File: src/rtl/button_conditioner.sv
// button_conditioner: per-channel synchronizer, debouncer and press-event
// generator for mechanical buttons or DIP switches.
//
// Each channel provides a debounced level and three event pulses:
//   press_o   : the press has been accepted
//   release_o : the release has been accepted
//   long_o    : the press has been held for LONG_CYCLES
//
// Event protocol: each pulse acts as a valid strobe with no ready input, so
// the consumer cannot apply backpressure. A pulse is high for exactly one
// clock and is registered. The three pulses of one channel never overlap.
//
// The 2-bit state of every channel is exported on fsm_state. It is packed
// two bits per channel (channel i uses bits [2*i+1:2*i]).
module button_conditioner #(
   parameter int N               = 4,
   parameter int DEBOUNCE_CYCLES = 1000000,
   parameter int LONG_CYCLES     = 50000000,
   parameter int ACTIVE_LOW      = 1
) (
   input  logic           clock,
   input  logic           reset_n,
   input  logic [N-1:0]   button_raw,
   output logic [N-1:0]   level_o,
   output logic [N-1:0]   press_o,
   output logic [N-1:0]   release_o,
   output logic [N-1:0]   long_o,
   output logic [2*N-1:0] fsm_state
);

   // Counter widths. The debounce counter needs only to reach
   // DEBOUNCE_CYCLES-1. The hold counter needs only to reach LONG_CYCLES-1.
   localparam int DEB_W  = (DEBOUNCE_CYCLES > 1) ? $clog2(DEBOUNCE_CYCLES) : 1;
   localparam int LONG_W = (LONG_CYCLES > 1) ? $clog2(LONG_CYCLES) : 1;

   localparam logic [DEB_W-1:0]  DEB_MAX  = DEB_W'(DEBOUNCE_CYCLES - 1);
   localparam logic [LONG_W-1:0] HOLD_MAX = LONG_W'(LONG_CYCLES - 1);

   // This is the raw pin level of a button that is not pressed. The
   // synchronizer resets to this value, so leaving reset never looks like
   // a press edge.
   localparam logic RELEASED_RAW = (ACTIVE_LOW != 0);

   typedef enum logic [1:0] {
      IDLE         = 2'd0,
      PRESS_WAIT   = 2'd1,
      HELD         = 2'd2,
      RELEASE_WAIT = 2'd3
   } state_t;

   logic [N-1:0] sync_meta;
   logic [N-1:0] sync_stable;
   logic [N-1:0] sync_pressed;

   // Two-flop synchronizer for the asynchronous raw inputs.
   always_ff @(posedge clock or negedge reset_n) begin
      if (!reset_n) begin
         sync_meta   <= {N{RELEASED_RAW}};
         sync_stable <= {N{RELEASED_RAW}};
      end else begin
         sync_meta   <= button_raw;
         sync_stable <= sync_meta;
      end
   end

   // Normalise polarity so that 1 always means "pressed" downstream.
   assign sync_pressed = (ACTIVE_LOW != 0) ? ~sync_stable : sync_stable;

   for (genvar i = 0; i < N; i++) begin : g_chan
      state_t              state_q, state_d;
      logic [DEB_W-1:0]    deb_q, deb_d;
      logic [LONG_W-1:0]   hold_q, hold_d;
      logic [LONG_W-1:0]   hold_next;
      logic                long_done_q, long_done_d;
      logic                long_hit;
      logic                level_q, level_d;
      logic                press_q, press_d;
      logic                release_q, release_d;
      logic                long_q, long_d;

      // Hold time saturates, so a very long hold never wraps and re-fires.
      assign hold_next = (hold_q == HOLD_MAX) ? hold_q : hold_q + 1'b1;

      // The long event fires once per press, in the cycle that follows the
      // hold counter reaching its limit.
      assign long_hit  = (hold_q == HOLD_MAX) && !long_done_q;

      // State, counters and registered outputs of this channel.
      always_ff @(posedge clock or negedge reset_n) begin
         if (!reset_n) begin
            state_q     <= IDLE;
            deb_q       <= '0;
            hold_q      <= '0;
            long_done_q <= 1'b0;
            level_q     <= 1'b0;
            press_q     <= 1'b0;
            release_q   <= 1'b0;
            long_q      <= 1'b0;
         end else begin
            state_q     <= state_d;
            deb_q       <= deb_d;
            hold_q      <= hold_d;
            long_done_q <= long_done_d;
            level_q     <= level_d;
            press_q     <= press_d;
            release_q   <= release_d;
            long_q      <= long_d;
         end
      end

      // Next-state and next-output logic of the debounce FSM.
      always_comb begin
         state_d     = state_q;
         deb_d       = deb_q;
         hold_d      = hold_q;
         long_done_d = long_done_q;
         level_d     = level_q;
         press_d     = 1'b0;
         release_d   = 1'b0;
         long_d      = 1'b0;

         unique case (state_q)
            IDLE: begin
               if (sync_pressed[i]) begin
                  state_d = PRESS_WAIT;
                  deb_d   = '0;
               end
            end

            PRESS_WAIT: begin
               if (!sync_pressed[i]) begin
                  state_d = IDLE;
               end else if (deb_q == DEB_MAX) begin
                  state_d     = HELD;
                  level_d     = 1'b1;
                  press_d     = 1'b1;
                  hold_d      = '0;
                  long_done_d = 1'b0;
               end else begin
                  deb_d = deb_q + 1'b1;
               end
            end

            HELD: begin
               hold_d = hold_next;
               if (long_hit) begin
                  long_d      = 1'b1;
                  long_done_d = 1'b1;
               end
               if (!sync_pressed[i]) begin
                  state_d = RELEASE_WAIT;
                  deb_d   = '0;
               end
            end

            RELEASE_WAIT: begin
               // Hold time keeps accruing through a release bounce. The only
               // time a long event is suppressed is on the release edge.
               hold_d = hold_next;
               if (sync_pressed[i]) begin
                  state_d = HELD;
                  if (long_hit) begin
                     long_d      = 1'b1;
                     long_done_d = 1'b1;
                  end
               end else if (deb_q == DEB_MAX) begin
                  state_d     = IDLE;
                  level_d     = 1'b0;
                  release_d   = 1'b1;
                  long_done_d = 1'b1;
               end else begin
                  deb_d = deb_q + 1'b1;
                  if (long_hit) begin
                     long_d      = 1'b1;
                     long_done_d = 1'b1;
                  end
               end
            end

            default: begin
               state_d = IDLE;
            end
         endcase
      end

      assign level_o[i]           = level_q;
      assign press_o[i]           = press_q;
      assign release_o[i]         = release_q;
      assign long_o[i]            = long_q;
      assign fsm_state[2*i +: 2]  = state_q;
   end

endmodule

File: config.mk
export PLATFORM = sky130hd
export DESIGN_NAME = button_conditioner
export DESIGN_NICKNAME = d
export VERILOG_FILES = /design/src/rtl/button_conditioner.sv
export SDC_FILE = /design/constraint.sdc
export NUM_CORES = 1
export LEC_CHECK = 0
export ABC_CLOCK_PERIOD_IN_PS = 5700
export BUFFER_PORTS_ARGS = -buffer_cell sky130_fd_sc_hd__buf_2
export CAP_MARGIN = 20
export CORE_MARGIN = 4
export CORE_UTILIZATION = 40
export DETAILED_ROUTE_END_ITERATION = 10
export PLACE_DENSITY_LB_ADDON = 0.1
export SETUP_SLACK_MARGIN = 0.2
export SYNTH_ARGS = -nofsm -noshare
export SYNTH_HDL_FRONTEND = slang
export SYNTH_SLANG_ARGS = --single-unit
export TNS_END_PERCENT = 30
File: constraint.sdc
create_clock -name clock -period 5.7 [get_ports clock]
set_clock_uncertainty 0.15 [all_clocks]
set_input_delay 0.285 -clock clock [delete_from_list [all_inputs] [get_ports clock]]
set_output_delay 0.285 -clock clock [all_outputs]
set_load 0.005 [all_outputs]
Yosys cells after proc, flatten, opt, wreduce, memory -nomap -nowiden
Cells that the tools add are included.
- flip-flop bits (word level): 220
- input bits: 6
- logic and storage cells: 291
- output and inout bits: 24
- reductions and logical operators: 48
- multiplexer cells: 144
- equal/unequal tests: 56
- bitwise operators: 1
- add/sub/neg operators: 8
- operators by type and width (operator ; count):
    20-bit 2-to-1 mux ; 20
    20-bit one-hot mux with 4 select lines ; 4
    26-bit 2-to-1 mux ; 12
    26-bit one-hot mux with 2 select lines ; 4
    26-bit by 1-bit adder with 26-bit output, second input constant ; 4
    26-bit equality test, second input constant ; 4
    20-bit by 1-bit adder with 20-bit output, second input constant ; 4
    20-bit equality test, second input constant ; 4
    1-bit 2-to-1 mux ; 64
    2-bit inequality test, second input constant ; 28
    2-bit 2-to-1 mux ; 24
    4-bit AND reduction ; 12
    2-bit one-hot mux with 4 select lines ; 4
    3-bit inequality test, second input constant ; 8
    5-bit AND reduction ; 4
    2-bit equality test, second input constant ; 8
    1-bit one-hot mux with 2 select lines ; 8
    2-bit nonzero test ; 8
    1-bit one-hot mux with 3 select lines ; 4
    3-bit AND reduction ; 4
    3-bit nonzero test ; 4
    2-bit by 1-bit equality test with 1-bit output, second input constant ; 4
    2-bit zero test ; 4
    2-bit OR reduction ; 4
    3 further kinds ; 9

Logic depth before layout (Yosys ltp)
- word-level depth: 6
- gate-level depth with buffers: 9
- gate-level depth less buffers: 6

Worst setup path before layout
Ideal clock, no wire load.
- path type: register -> register
- start: reg g_chan[2].deb_q[6]
- end: reg g_chan[2].hold_q[9]
- library setup time: 124 ps
- buffers on the path: 1
- cell stages (with the launch flop): 7
- path slack: 3110 ps
- arrival time: 2316 ps
- period minus slack after synthesis: 2590 ps
- required time: 5426 ps
- cells stage by stage: dfrtp_1 or4_4 or4_4 nor3b_4 nor2b_2 buf_6 a211o_1
- cells in the longest elaborated chain, start to end: 3
- RTL lines (element ; RTL line ; RTL):
    start: declaration ; 71 ; logic [DEB_W-1:0] deb_q, deb_d;
    start signal: assignment ; 92 ; deb_q <= '0;
    start signal: assignment ; 101 ; deb_q <= deb_d;
    20-bit equality test ; 133 ; end else if (deb_q == DEB_MAX) begin
    2-bit inequality test (no source line) ; n/a ;
    4-bit AND reduction (no source line) ; n/a ;
    end signal: assignment ; 102 ; hold_q <= hold_d;
    end: declaration ; 72 ; logic [LONG_W-1:0] hold_q, hold_d;
No other way between the ends.
A chain may end at the register's enable or synchronous reset.

Worst setup path in the final report
- start: reg g_chan[2].deb_q[6]
- end: reg g_chan[2].hold_q[12]
Same word-level chain as after synthesis.

==> results.cfg <==
[clock_network]
clock_path_buffers = 3
h-tree-depth = 1
postCtsHoldBufs = 5
clk_pin_slew_worst_paths_ns = 0.06
cts_buffers = 26
clock-sinks = 220
cts_root_buffer = clkbuf_16
cts_tree = done
cts_setup_buffers = 0
cts_resized = 0
clk_latency_ns = 0.52

[run_status]
status = complete, no violations

[routing]
drc_errors = 0
wl_um = 25900
drt-pass1-iter-count = 4
routed-via-count = 9589
ant_nets = 0
drtIter0Drc = 575
routedWlPerCell_um = 15.4
vias_per_cell = 5.70

[floorplanning]
core_area_um2 = 28900
die_area_um2 = 32200
rows = 62
start_util_pct = 40.8
ios = 30
die_width_um = 180
dieHeight_um = 180

[yosys]
synth_top_family_by_area = simple AND/OR/NAND/NOR gates
yosysMostFrequentCell = dfrtp_1
yosysUniqueCellTypes = 74
ys_async_sr_fraction_pct = 100
muxShareOfSynthArea_pct = 1.04
synthCells = 1263
synth-warning-count = 0
syn_avg_cell_area_um2 = 9.32
synth_top_area_share_pct = 45.1
yosysTopAreaCell = dfrtp_1
synth_compound_area_share_pct = 14.2
synth-adder-area-share_pct = 0.850
syn_area_um2 = 11800
post_synth_xor_area_fraction_pct = 5.13
synth_seq_area_share_pct = 46.8
ys_ff_latch = 220
yosys.area_share.simple_pct = 28.4
netlist_top_cells_area = dfrtp_1 45%, a21oi_1 3.6%, nand3_1 3.6%, nand2_1 3.5%, nor2_1 3.2%
synth_top_flop_cell = dfrtp_1
synth_fp_nets = 1277
synth_edf_count = 0
synth_common_cells = 212 x dfrtp_1, 110 x nand2_1, 99 x nor2_1, 85 x a21oi_1, 85 x nand3_1

[timing]
hold_viol_final = 0
fin_setup_tns_ns = 0
period_needed_ns = 2.86
fin_ws_ns = 2.84
slew_viol_final = 0
worst_pin_slew_ns = 1.10
period_share_pct = 50.1
rsz0062_at_grt = no
max_freq_mhz = 350
finalSetupViolations = 0
timing.slew.headroom_pct = 26.7

[final_layout]
antenna_cells = 0
fin_cells = 1681
area_delta_synth_final_pct = 11.8
final_nets = 1293
fillers = 2793
fin_util_pct = 45.6
layout-drive-gt1-share_pct = 9.64

[global_route]
grt_max_degree = 122
grt_overflow = 0
grt_pass1_vias = 8903
grtUsageTotal_pct = 15.6
antenna_found_initial = 0
grt_pass1_wl_um = 44600

[power]
power_density_nw_per_um2 = 256
max-vdd-ir-drop_mv = 0.252
p_leak_nw = 5.54

[critical_path]
worstPathRequired_ns = 5.95
crit_fanout = 11
cp.arrival_ns = 3.11
endpoint = g_chan[2].hold_q[12]$_DFFE_PN0P_
crit_path_end_kind = flip-flop
crit_start = g_chan[2].deb_q[6]$_DFFE_PN0P_
worstSetupPathType = reg -> reg
reg2reg_slack_ns = 2.84
startpoint_type = flip-flop
timing.rr.end = g_chan[2].hold_q[12]$_DFFE_PN0P_
r2r_cells = 5
r2r_start = g_chan[2].deb_q[6]$_DFFE_PN0P_

[place]
numPortBuffers = 29
hpwl_um = 17000
routabilityCongestion = 0.822
pre_cts_ws_ns = 2.82
place_inst = 1627

[min_path]
hold_depth = 0
hp-class = reg -> reg

[flow_run]
maxCapViolations = 0
critical path: stages (launching register included):
cell	delay, ns
dfrtp_1	0.45
or4_4	0.56
or4_4	0.56
nor3b_4	0.44
nor2b_2	0.21
a221o_2	0.36
how the worst min path moves through the flow:
stage                                       from                    endpoint  slack (ns)
after global routing      sync_meta[2]$_DFF_PN1_    sync_stable[2]$_DFF_PN1_        0.21
after floorplan                          reset_n  asynchronous set/reset pin       -0.16
after CTS                 sync_meta[0]$_DFF_PN1_    sync_stable[0]$_DFF_PN1_        0.21
after global placement    sync_meta[1]$_DFF_PN1_    sync_stable[1]$_DFF_PN1_        0.20
final                     sync_meta[2]$_DFF_PN1_    sync_stable[2]$_DFF_PN1_        0.20
after detailed placement  sync_meta[1]$_DFF_PN1_    sync_stable[1]$_DFF_PN1_        0.20
stage by stage:
stage | total power, mW | hold slack (ns) | area, µm²
floorplan | 1.68 | -0.161 | 11800
global placement | 1.74 | 0.197 | 12200
detailed placement | 1.74 | 0.198 | 12200
CTS | 3.42 | 0.205 | 13100
global route | 3.51 | 0.208 | 13200
finish | 3.36 | 0.205 | 13200
per-layer routing:
| layer | up-vias | global-route usage (%) | part of all wire, % |
|---|---|---|---|
| met5 | - | 0 | 0 |
| met4 | 0 | 2.86 | 1.3 |
| met3 | 26 | 2.43 | 3.7 |
| met2 | 118 | 24.3 | 44 |
| met1 | 4704 | 23.4 | 51 |
| li1 | 4741 | - | - |
registers in the layout, summed over array words and instances, names as in the netlist, named ones only:
signal / count
g_chan.hold_q: 104
g_chan.deb_q: 80
g_chan.level_q: 4
g_chan.long_done_q: 4
g_chan.long_q: 4
g_chan.press_q: 4
g_chan.release_q: 4
g_chan.state_q: 4
sync_meta: 4
sync_stable: 4
cell families after synthesis:
| group | Yosys count |
|---|---|
| DFF | 220 |
| xor gates and xnor gates | 69 |
| adders and majority gates | 8 |
| AOI/OAI and AO/OA | 261 |
| buffers and inverters | 92 |
| and+or+nand+nor | 601 |
| muxes | 12 |
power breakdown:
part	internal, mW	switching (mW)
Clock	0.997	0.654
Combinational	0.0310	0.0646
Sequential	1.59	0.0314
Total	2.61	0.750
placed cells by master, fill, tap and decap left out, types with 8 or more instances in the layout:
cell type,instances
dfrtp_1,212
nand2_1,110
nor2_1,99
nand3_1,85
a21oi_1,85
o21ai_0,57
nand4_1,49
and3_1,41
or4_1,40
o31ai_1,40
xor2_1,36
xnor2_1,33
nor3_1,32
or3_1,31
buf_2,30
inv_1,28
clkbuf_16,27
nor4_1,24
and2_1,12
buf_4,12
nand4b_1,10
and4_1,10
mux2i_1,10
a211oi_1,9
nand2b_1,9
a211o_1,9
and4b_1,8
a22o_1,8
ha_1,8
dfstp_2,8
final cells by class:
type	count	area (µm²)	share of cell area [%]
Inverter	29	109	0.827
Clock inverter	7	66.3	0.504
Multi-Input combinational cell	951	5860	44.5
Timing Repair Buffer	51	339	2.58
Sequential cell	220	5520	41.9
Clock buffer	39	791	6.01
Tap cell	384	480	3.65
No activity file was read; power rests on OpenSTA's default activity.
